===== src/rtl/vending_fsm_param_if.sv =====
// Coin/button inputs and dispenser/hopper outputs of the parametrised vending FSM.
// The controller side uses the slave modport and the stimulus side uses the master modport.
interface vending_fsm_param_if #(
    parameter int CNT_W = 4
);
    logic             pi_half;
    logic             pi_one;
    logic             pi_cancel;
    logic             po_cola;
    logic             po_half;
    logic             po_busy;
    logic             po_coin_rej;
    logic [CNT_W-1:0] po_credit;

    modport master (
        output pi_half, pi_one, pi_cancel,
        input  po_cola, po_half, po_busy, po_coin_rej, po_credit
    );

    modport slave (
        input  pi_half, pi_one, pi_cancel,
        output po_cola, po_half, po_busy, po_coin_rej, po_credit
    );
endinterface


===== src/rtl/vending_fsm_param.sv =====
// Single-product coin vending controller with a configurable price, change and refund payout.
// Credit and payout counts are held in half-units, and every output is taken directly from a flop.
module vending_fsm_param #(
    parameter int PRICE = 5,
    parameter int CNT_W = 4
) (
    input logic                sys_clk,
    input logic                sys_rst,
    vending_fsm_param_if.slave bus
);
    typedef enum logic [2:0] {
        COLLECT = 3'b001,
        CHANGE  = 3'b010,
        REFUND  = 3'b100
    } state_e;

    localparam int             W       = CNT_W + 1;
    localparam logic [W-1:0]   PRICE_W = W'(PRICE);

    state_e           state_q, state_d;
    logic [CNT_W-1:0] credit_q, credit_d;
    logic [CNT_W-1:0] cnt_q, cnt_d;
    logic             cola_q, cola_d;
    logic             half_q, half_d;
    logic             busy_q, busy_d;
    logic             rej_q, rej_d;

    logic             coin_bad;
    logic [W-1:0]     coin_val;
    logic [W-1:0]     sum_w;
    logic [W-1:0]     excess_w;
    logic             in_collect;
    logic             in_payout;
    logic             vend;
    logic             refund;

    // One extra bit of headroom: credit + coin tops out at PRICE+1.
    always_comb begin
        coin_bad   = bus.pi_half & bus.pi_one;
        coin_val   = coin_bad ? '0 : {{(W-2){1'b0}}, bus.pi_one, bus.pi_half};
        sum_w      = {1'b0, credit_q} + coin_val;
        excess_w   = sum_w - PRICE_W;
        in_collect = (state_q == COLLECT);
        in_payout  = (state_q == CHANGE) || (state_q == REFUND);
        refund     = in_collect && bus.pi_cancel && (sum_w != '0);
        vend       = in_collect && !bus.pi_cancel && (sum_w >= PRICE_W);
    end

    // NOTE: sequential state uses non-blocking assignments only, so every flop samples pre-edge values.
    // NOTE: the reset is synchronous and clears every flop, because discarding pending change is part of its function.
    always_ff @(posedge sys_clk) begin
        if (sys_rst) begin
            state_q  <= COLLECT;
            credit_q <= '0;
            cnt_q    <= '0;
            cola_q   <= 1'b0;
            half_q   <= 1'b0;
            busy_q   <= 1'b0;
            rej_q    <= 1'b0;
        end else begin
            state_q  <= state_d;
            credit_q <= credit_d;
            cnt_q    <= cnt_d;
            cola_q   <= cola_d;
            half_q   <= half_d;
            busy_q   <= busy_d;
            rej_q    <= rej_d;
        end
    end

    // cnt_q holds the number of payout pulses still owed after the current one.
    always_comb begin
        // NOTE: every combinational output gets a default first, so no path can infer a latch.
        state_d  = state_q;
        credit_d = credit_q;
        cnt_d    = cnt_q;
        case (state_q)
            COLLECT: begin
                if (bus.pi_cancel) begin
                    if (refund) begin
                        state_d  = REFUND;
                        credit_d = '0;
                        cnt_d    = CNT_W'(sum_w - W'(1));
                    end
                end else if (vend) begin
                    credit_d = '0;
                    if (excess_w > W'(1)) begin
                        state_d = CHANGE;
                        cnt_d   = CNT_W'(excess_w - W'(1));
                    end
                end else begin
                    credit_d = CNT_W'(sum_w);
                end
            end
            CHANGE, REFUND: begin
                if (cnt_q == '0) begin
                    state_d = COLLECT;
                end else begin
                    cnt_d = cnt_q - CNT_W'(1);
                end
            end
            default: begin
                state_d  = COLLECT;
                credit_d = '0;
                cnt_d    = '0;
            end
        endcase
    end

    always_comb begin
        cola_d = vend;
        half_d = refund || (vend && (excess_w != '0)) || (in_payout && (cnt_q != '0));
        busy_d = (state_d == CHANGE) || (state_d == REFUND);
        rej_d  = coin_bad || (in_payout && (bus.pi_half || bus.pi_one));
    end

    assign bus.po_cola     = cola_q;
    assign bus.po_half     = half_q;
    assign bus.po_busy     = busy_q;
    assign bus.po_coin_rej = rej_q;
    assign bus.po_credit   = credit_q;
endmodule


===== src/flat_wrapper.sv =====
// flat-port wrapper written by rule: the top's interface ports become plain ports
module vending_fsm_param_flat 
#(
    parameter int PRICE = 5,
    parameter int CNT_W = 4
)
  (sys_clk, sys_rst, bus_pi_half, bus_pi_one, bus_pi_cancel, bus_po_cola, bus_po_half, bus_po_busy, bus_po_coin_rej, bus_po_credit);
  vending_fsm_param_if #(.CNT_W(CNT_W)) bus_i ();
  input logic sys_clk;
  input logic sys_rst;
  input wire logic [$bits(bus_i.pi_half)-1:0] bus_pi_half;
  input wire logic [$bits(bus_i.pi_one)-1:0] bus_pi_one;
  input wire logic [$bits(bus_i.pi_cancel)-1:0] bus_pi_cancel;
  output wire logic [$bits(bus_i.po_cola)-1:0] bus_po_cola;
  output wire logic [$bits(bus_i.po_half)-1:0] bus_po_half;
  output wire logic [$bits(bus_i.po_busy)-1:0] bus_po_busy;
  output wire logic [$bits(bus_i.po_coin_rej)-1:0] bus_po_coin_rej;
  output wire logic [$bits(bus_i.po_credit)-1:0] bus_po_credit;
  assign bus_i.pi_half = bus_pi_half;
  assign bus_i.pi_one = bus_pi_one;
  assign bus_i.pi_cancel = bus_pi_cancel;
  assign bus_po_cola = bus_i.po_cola;
  assign bus_po_half = bus_i.po_half;
  assign bus_po_busy = bus_i.po_busy;
  assign bus_po_coin_rej = bus_i.po_coin_rej;
  assign bus_po_credit = bus_i.po_credit;
  vending_fsm_param #(.PRICE(PRICE), .CNT_W(CNT_W)) u_core (.sys_clk(sys_clk), .sys_rst(sys_rst), .bus(bus_i));
endmodule

===== config.mk =====
export PLATFORM = sky130hd
export DESIGN_NAME = vending_fsm_param_flat
export DESIGN_NICKNAME = d
export VERILOG_FILES = /design/src/rtl/vending_fsm_param_if.sv /design/src/rtl/vending_fsm_param.sv /design/src/flat_wrapper.sv
export SDC_FILE = /design/constraint.sdc
export NUM_CORES = 1
export LEC_CHECK = 0
export ABC_CLOCK_PERIOD_IN_PS = 3500
export BUFFER_PORTS_ARGS = -buffer_cell sky130_fd_sc_hd__buf_4
export CAP_MARGIN = 30
export CORE_MARGIN = 5
export CORE_UTILIZATION = 35
export DETAILED_ROUTE_END_ITERATION = 10
export PLACE_DENSITY = 0.51
export SETUP_SLACK_MARGIN = 0.2
export SLEW_MARGIN = 5
export SYNTH_ARGS = -nofsm -noshare
export SYNTH_HDL_FRONTEND = slang
export SYNTH_SLANG_ARGS = --single-unit

===== constraint.sdc =====
create_clock -name sys_clk -period 3.5 [get_ports sys_clk]
set_input_delay 0.175 -clock sys_clk [delete_from_list [all_inputs] [get_ports sys_clk]]
set_output_delay 0.175 -clock sys_clk [all_outputs]
set_load 0.01 [all_outputs]

==> results list <==
- Status: finished clean
- In this run, distinct cell masters in the synthesized netlist total 41.
- RSZ-0062 raised after global routing: no
* IR drop worst, VDD: between 150 and 200 uV
- Number of warnings printed during yosys synthesis: 0
- By area, the combinational part of the netlist is dominated by compound AO/OA/AOI/OAI gates.
* Largest cells by area after synthesis: dfxtp_1 27%, ha_1 8.9%, xnor2_1 4.7%, o21ai_0 4.0%, nor2_1 3.7%
- Count of endpoints failing hold in the final timing report: 0
- Setup violations remaining at the end of the flow were counted as 0.
* Final number of max-transition violations: 0
- In the final routing, the length of wire on met1 measures 1160 um.
- Crit path max-delay cell type: fa_1
* Hold buffer count at cts: 0
* Kind of start point of the critical path: flip-flop
* Complex-gate fraction of the synthesized area: a little over a quarter
- TritonCTS built the clock tree.
- Area of the core: 0.00308 mm^2
* Clock insertion delay at the later pin of the skew report: 0.27 ns
- In this run, CTS created clock tree buffers numbering 3.
- For this run, the top clock speed supported by timing is 339 MHz.
- Averaged over all synthesized cells, the footprint is 8.69 um^2.
- Final core utilization: 41.4%
- Transition time at the pin with the least slew margin: 0.551 ns
* Average wire length per cell after detail routing: 13.3 um
- The clock passes through at most 2 buffers.
* Highest metal layer with signal wires: met4
- Clock-pin transition on the worst setup and hold timing paths: 0.08 ns
- Total negative setup slack: 0 ns
* DRT iter0 DRCs: 43
- Crit path max fanout: 8
* Signed area change from the synthesized netlist to the final layout: 12.8%
* Multiplexer fraction of the synthesized cell area: 3.54%
- After clock tree synthesis, the setup repair step added 0 buffers.
- The critical path goes through ha_1, fa_1, inv_1, ha_1, or4_4, o211ai_2, a21oi_2, o311a_4, nand2b_4, a221oi_2.
* Port bufs: 12
* Number of inserted filler cells in the final layout: approximately 340
- Number of top-level pins: 13
* Total length of routed met3 wires: between 100 and 150 um
- Post-synth top area cell: dfxtp_1
- Detailed-route vias per instance: 5.12
- Area of the die: around 0.0045 mm^2
* Area of the mapped netlist: around 0.0011 mm^2
- The initialized floorplan defines 20 standard-cell rows.
- Maximum level of the CTS H-tree: 1
- HPWL reported at the end of detailed placement: 2000 um
- Once detail routing completed, the nets flagged for antenna violations numbered 0.
* Final GP Congestion: roughly 0.77
- Minimum period implied by the final worst setup slack: ~2.9 ns
- Data arrives at the worst endpoint at 3.14 ns.
- Critical setup path kind: reg -> reg
- Number of remaining DRC errors: 0
- Syn nets: 144
- Fin Clk Skew: 0.00221 ns
* Critical path's largest stage delay: 0.52 ns
- Synthesized instance count: 130
* Data required, critical path: 3.69 ns
- The die is 66.8 um tall.
* Clock root cell: clkbuf_4
* Fraction of registers with async set or reset after synthesis: 0%
- EDFF count, synth: 0
- Wire length after detailed routing: 2500 um
- Simple-gate share of the synthesized area: a little over a fifth
- Total number of vias: 957
- For this run, the leading register cell type out of synthesis is dfxtp_1.
* Kind of capture point of the worst setup path: flip-flop
- 1st-pass router iterations: 4
- The synthesized design devotes to its leading area cell type 26.6% of total area.
- MaxCap Viol Count: 0
- Path type of the worst min-delay path: in -> reg
* Share of synthesized area occupied by flip-flops and latches: 26.6%
* Fraction of final layout cells sized beyond drive strength 1: 20.3%
* Relative max-transition margin: a little over three fifths
* Initial antenna violation count: 0
- Final worst path period share: between 80% and 90%
* Tot GR Track Use: 12.2%
* Clock sink total: 15
- The first global-routing pass estimated 4190 um of wire.
* Power density normalized to cell area: 392 mW/mm^2
- Width of the die: ~67 um
- Of the total synthesized cell area, the portion taken by full adders, half adders and majority gates is 10.6%.
* Number of global-route vias before repair: 919
* Met2 wire length: 1180 um
* Initial cell density of the core: 36.7%
* Sum of overflow across all layers after global routing: 0
* Number of synthesized register bits: 15
- Entering global routing, the biggest net connects 15 pins.
- Number of gates resized after cts: 0
- In this run the static leakage power is 0.509 nW.
* Top cell types by occurrence after synthesis: 15 x dfxtp_1, 11 x nor2_1, 10 x nand2_1
* Total inserted antenna cells: 0
* Leading cell type by number of instances after synthesis: dfxtp_1
- Xor/xnor cell area share of the yosys netlist: approximately 5.4%
- Most Frequent Cell on Critical Path: ha_1
* Nets: 158
[power breakdown]
| part | switching (mW) | total, mW | internal (mW) |
|---|---|---|---|
| sequential | 0.0139 | 0.203 | 0.190 |
| clock | 0.0513 | 0.0955 | 0.0442 |
| combinational | 0.117 | 0.201 | 0.0842 |
[placed cells by master (no fill, tap or decap), types with 2 or more instances in the layout]
| master | count |
|---|---|
| dfxtp_1 | 15 |
| buf_4 | 14 |
| nor2_1 | 11 |
| nand2_1 | 10 |
| o21ai_0 | 9 |
| inv_1 | 8 |
| a21oi_1 | 8 |
| ha_1 | 8 |
| xnor2_1 | 6 |
| nor3_1 | 6 |
| nor2b_1 | 5 |
| mux2i_1 | 4 |
| nand3b_1 | 3 |
| clkbuf_4 | 3 |
| a21o_1 | 2 |
| o211ai_1 | 2 |
| o22ai_1 | 2 |
| a22oi_1 | 2 |
| nand3_1 | 2 |
| a31oi_1 | 2 |
[stage by stage]
stage	total power, mW	hold WS [ns]	worst slack, ns	std cells	instance area, um^2
2_1_floorplan	0.358	0.241	0.535	130	1130
3_3_place_gp	0.405	0.457	0.547	183	1250
3_5_place_dp	0.408	0.461	0.497	183	1250
4_1_cts	0.504	0.163	0.548	187	1270
5_1_grt	0.542	0.152	0.468	187	1270
6_report	0.500	0.165	0.554	187	1270
[routing by layer]
| metal | GRT usage [%] | vias to the layer above |
|---|---|---|
| met2 | 19.3 | 23 |
| met3 | 3.88 | 4 |
| met5 | 0 | - |
| li1 | - | 496 |
| met4 | 3.05 | 0 |
| met1 | 15.9 | 434 |
[worst paths after layout]
kind | start | slack (ns) | endpoint | cells past startpoint
min | bus_pi_half | 0.16 | u_core.bus.po_coin_rej$_SDFF_PP0_ | 3
max reg2reg | u_core.bus.po_credit[0]$_SDFFE_PP0P_ | 0.55 | u_core.cnt_q[0]$_SDFFE_PP0P_ | 10
min reg2reg | u_core.cnt_q[0]$_SDFFE_PP0P_ | 0.50 | u_core.cnt_q[0]$_SDFFE_PP0P_ | 2
max | u_core.bus.po_credit[0]$_SDFFE_PP0P_ | 0.55 | u_core.cnt_q[0]$_SDFFE_PP0P_ | 10
[critical path: cells and delay by family (launching register included)]
kind	cells	cell delay [ns]
buf+inv	1	0.10
compound gates	4	0.81
simple gates	2	0.60
fa+ha+maj	3	1.03
flops	1	0.34
[state kept, by name (all words and copies together), names as in the netlist]
signal and flops:
u_core.bus.po_half 1, u_core.bus.po_credit 4, u_core.bus.po_busy 1, u_core.bus.po_cola 1
u_core.cnt_q 4, u_core.state_q 3, u_core.bus.po_coin_rej 1
[kinds of logic after synthesis]
group | after synthesis
AOI/OAI and AO/OA | 38
xor gates and xnor gates | 7
adders and majority gates | 9
buffers and inverters | 13
DFF | 15
muxes | 4
and+or+nand+nor | 44
[layout make-up]
cell class / instances / area, um^2 / area share (%)
timing repair buffer: 14 / 105 / 8.24
multi-input combinational: 102 / 758 / 59.5
inverter: 8 / 30.0 / 2.36
sequential: 15 / 300 / 23.6
clock buffer: 4 / 26.3 / 2.06
tap: 44 / 55.1 / 4.32
No activity file was read; power rests on OpenSTA's default activity.
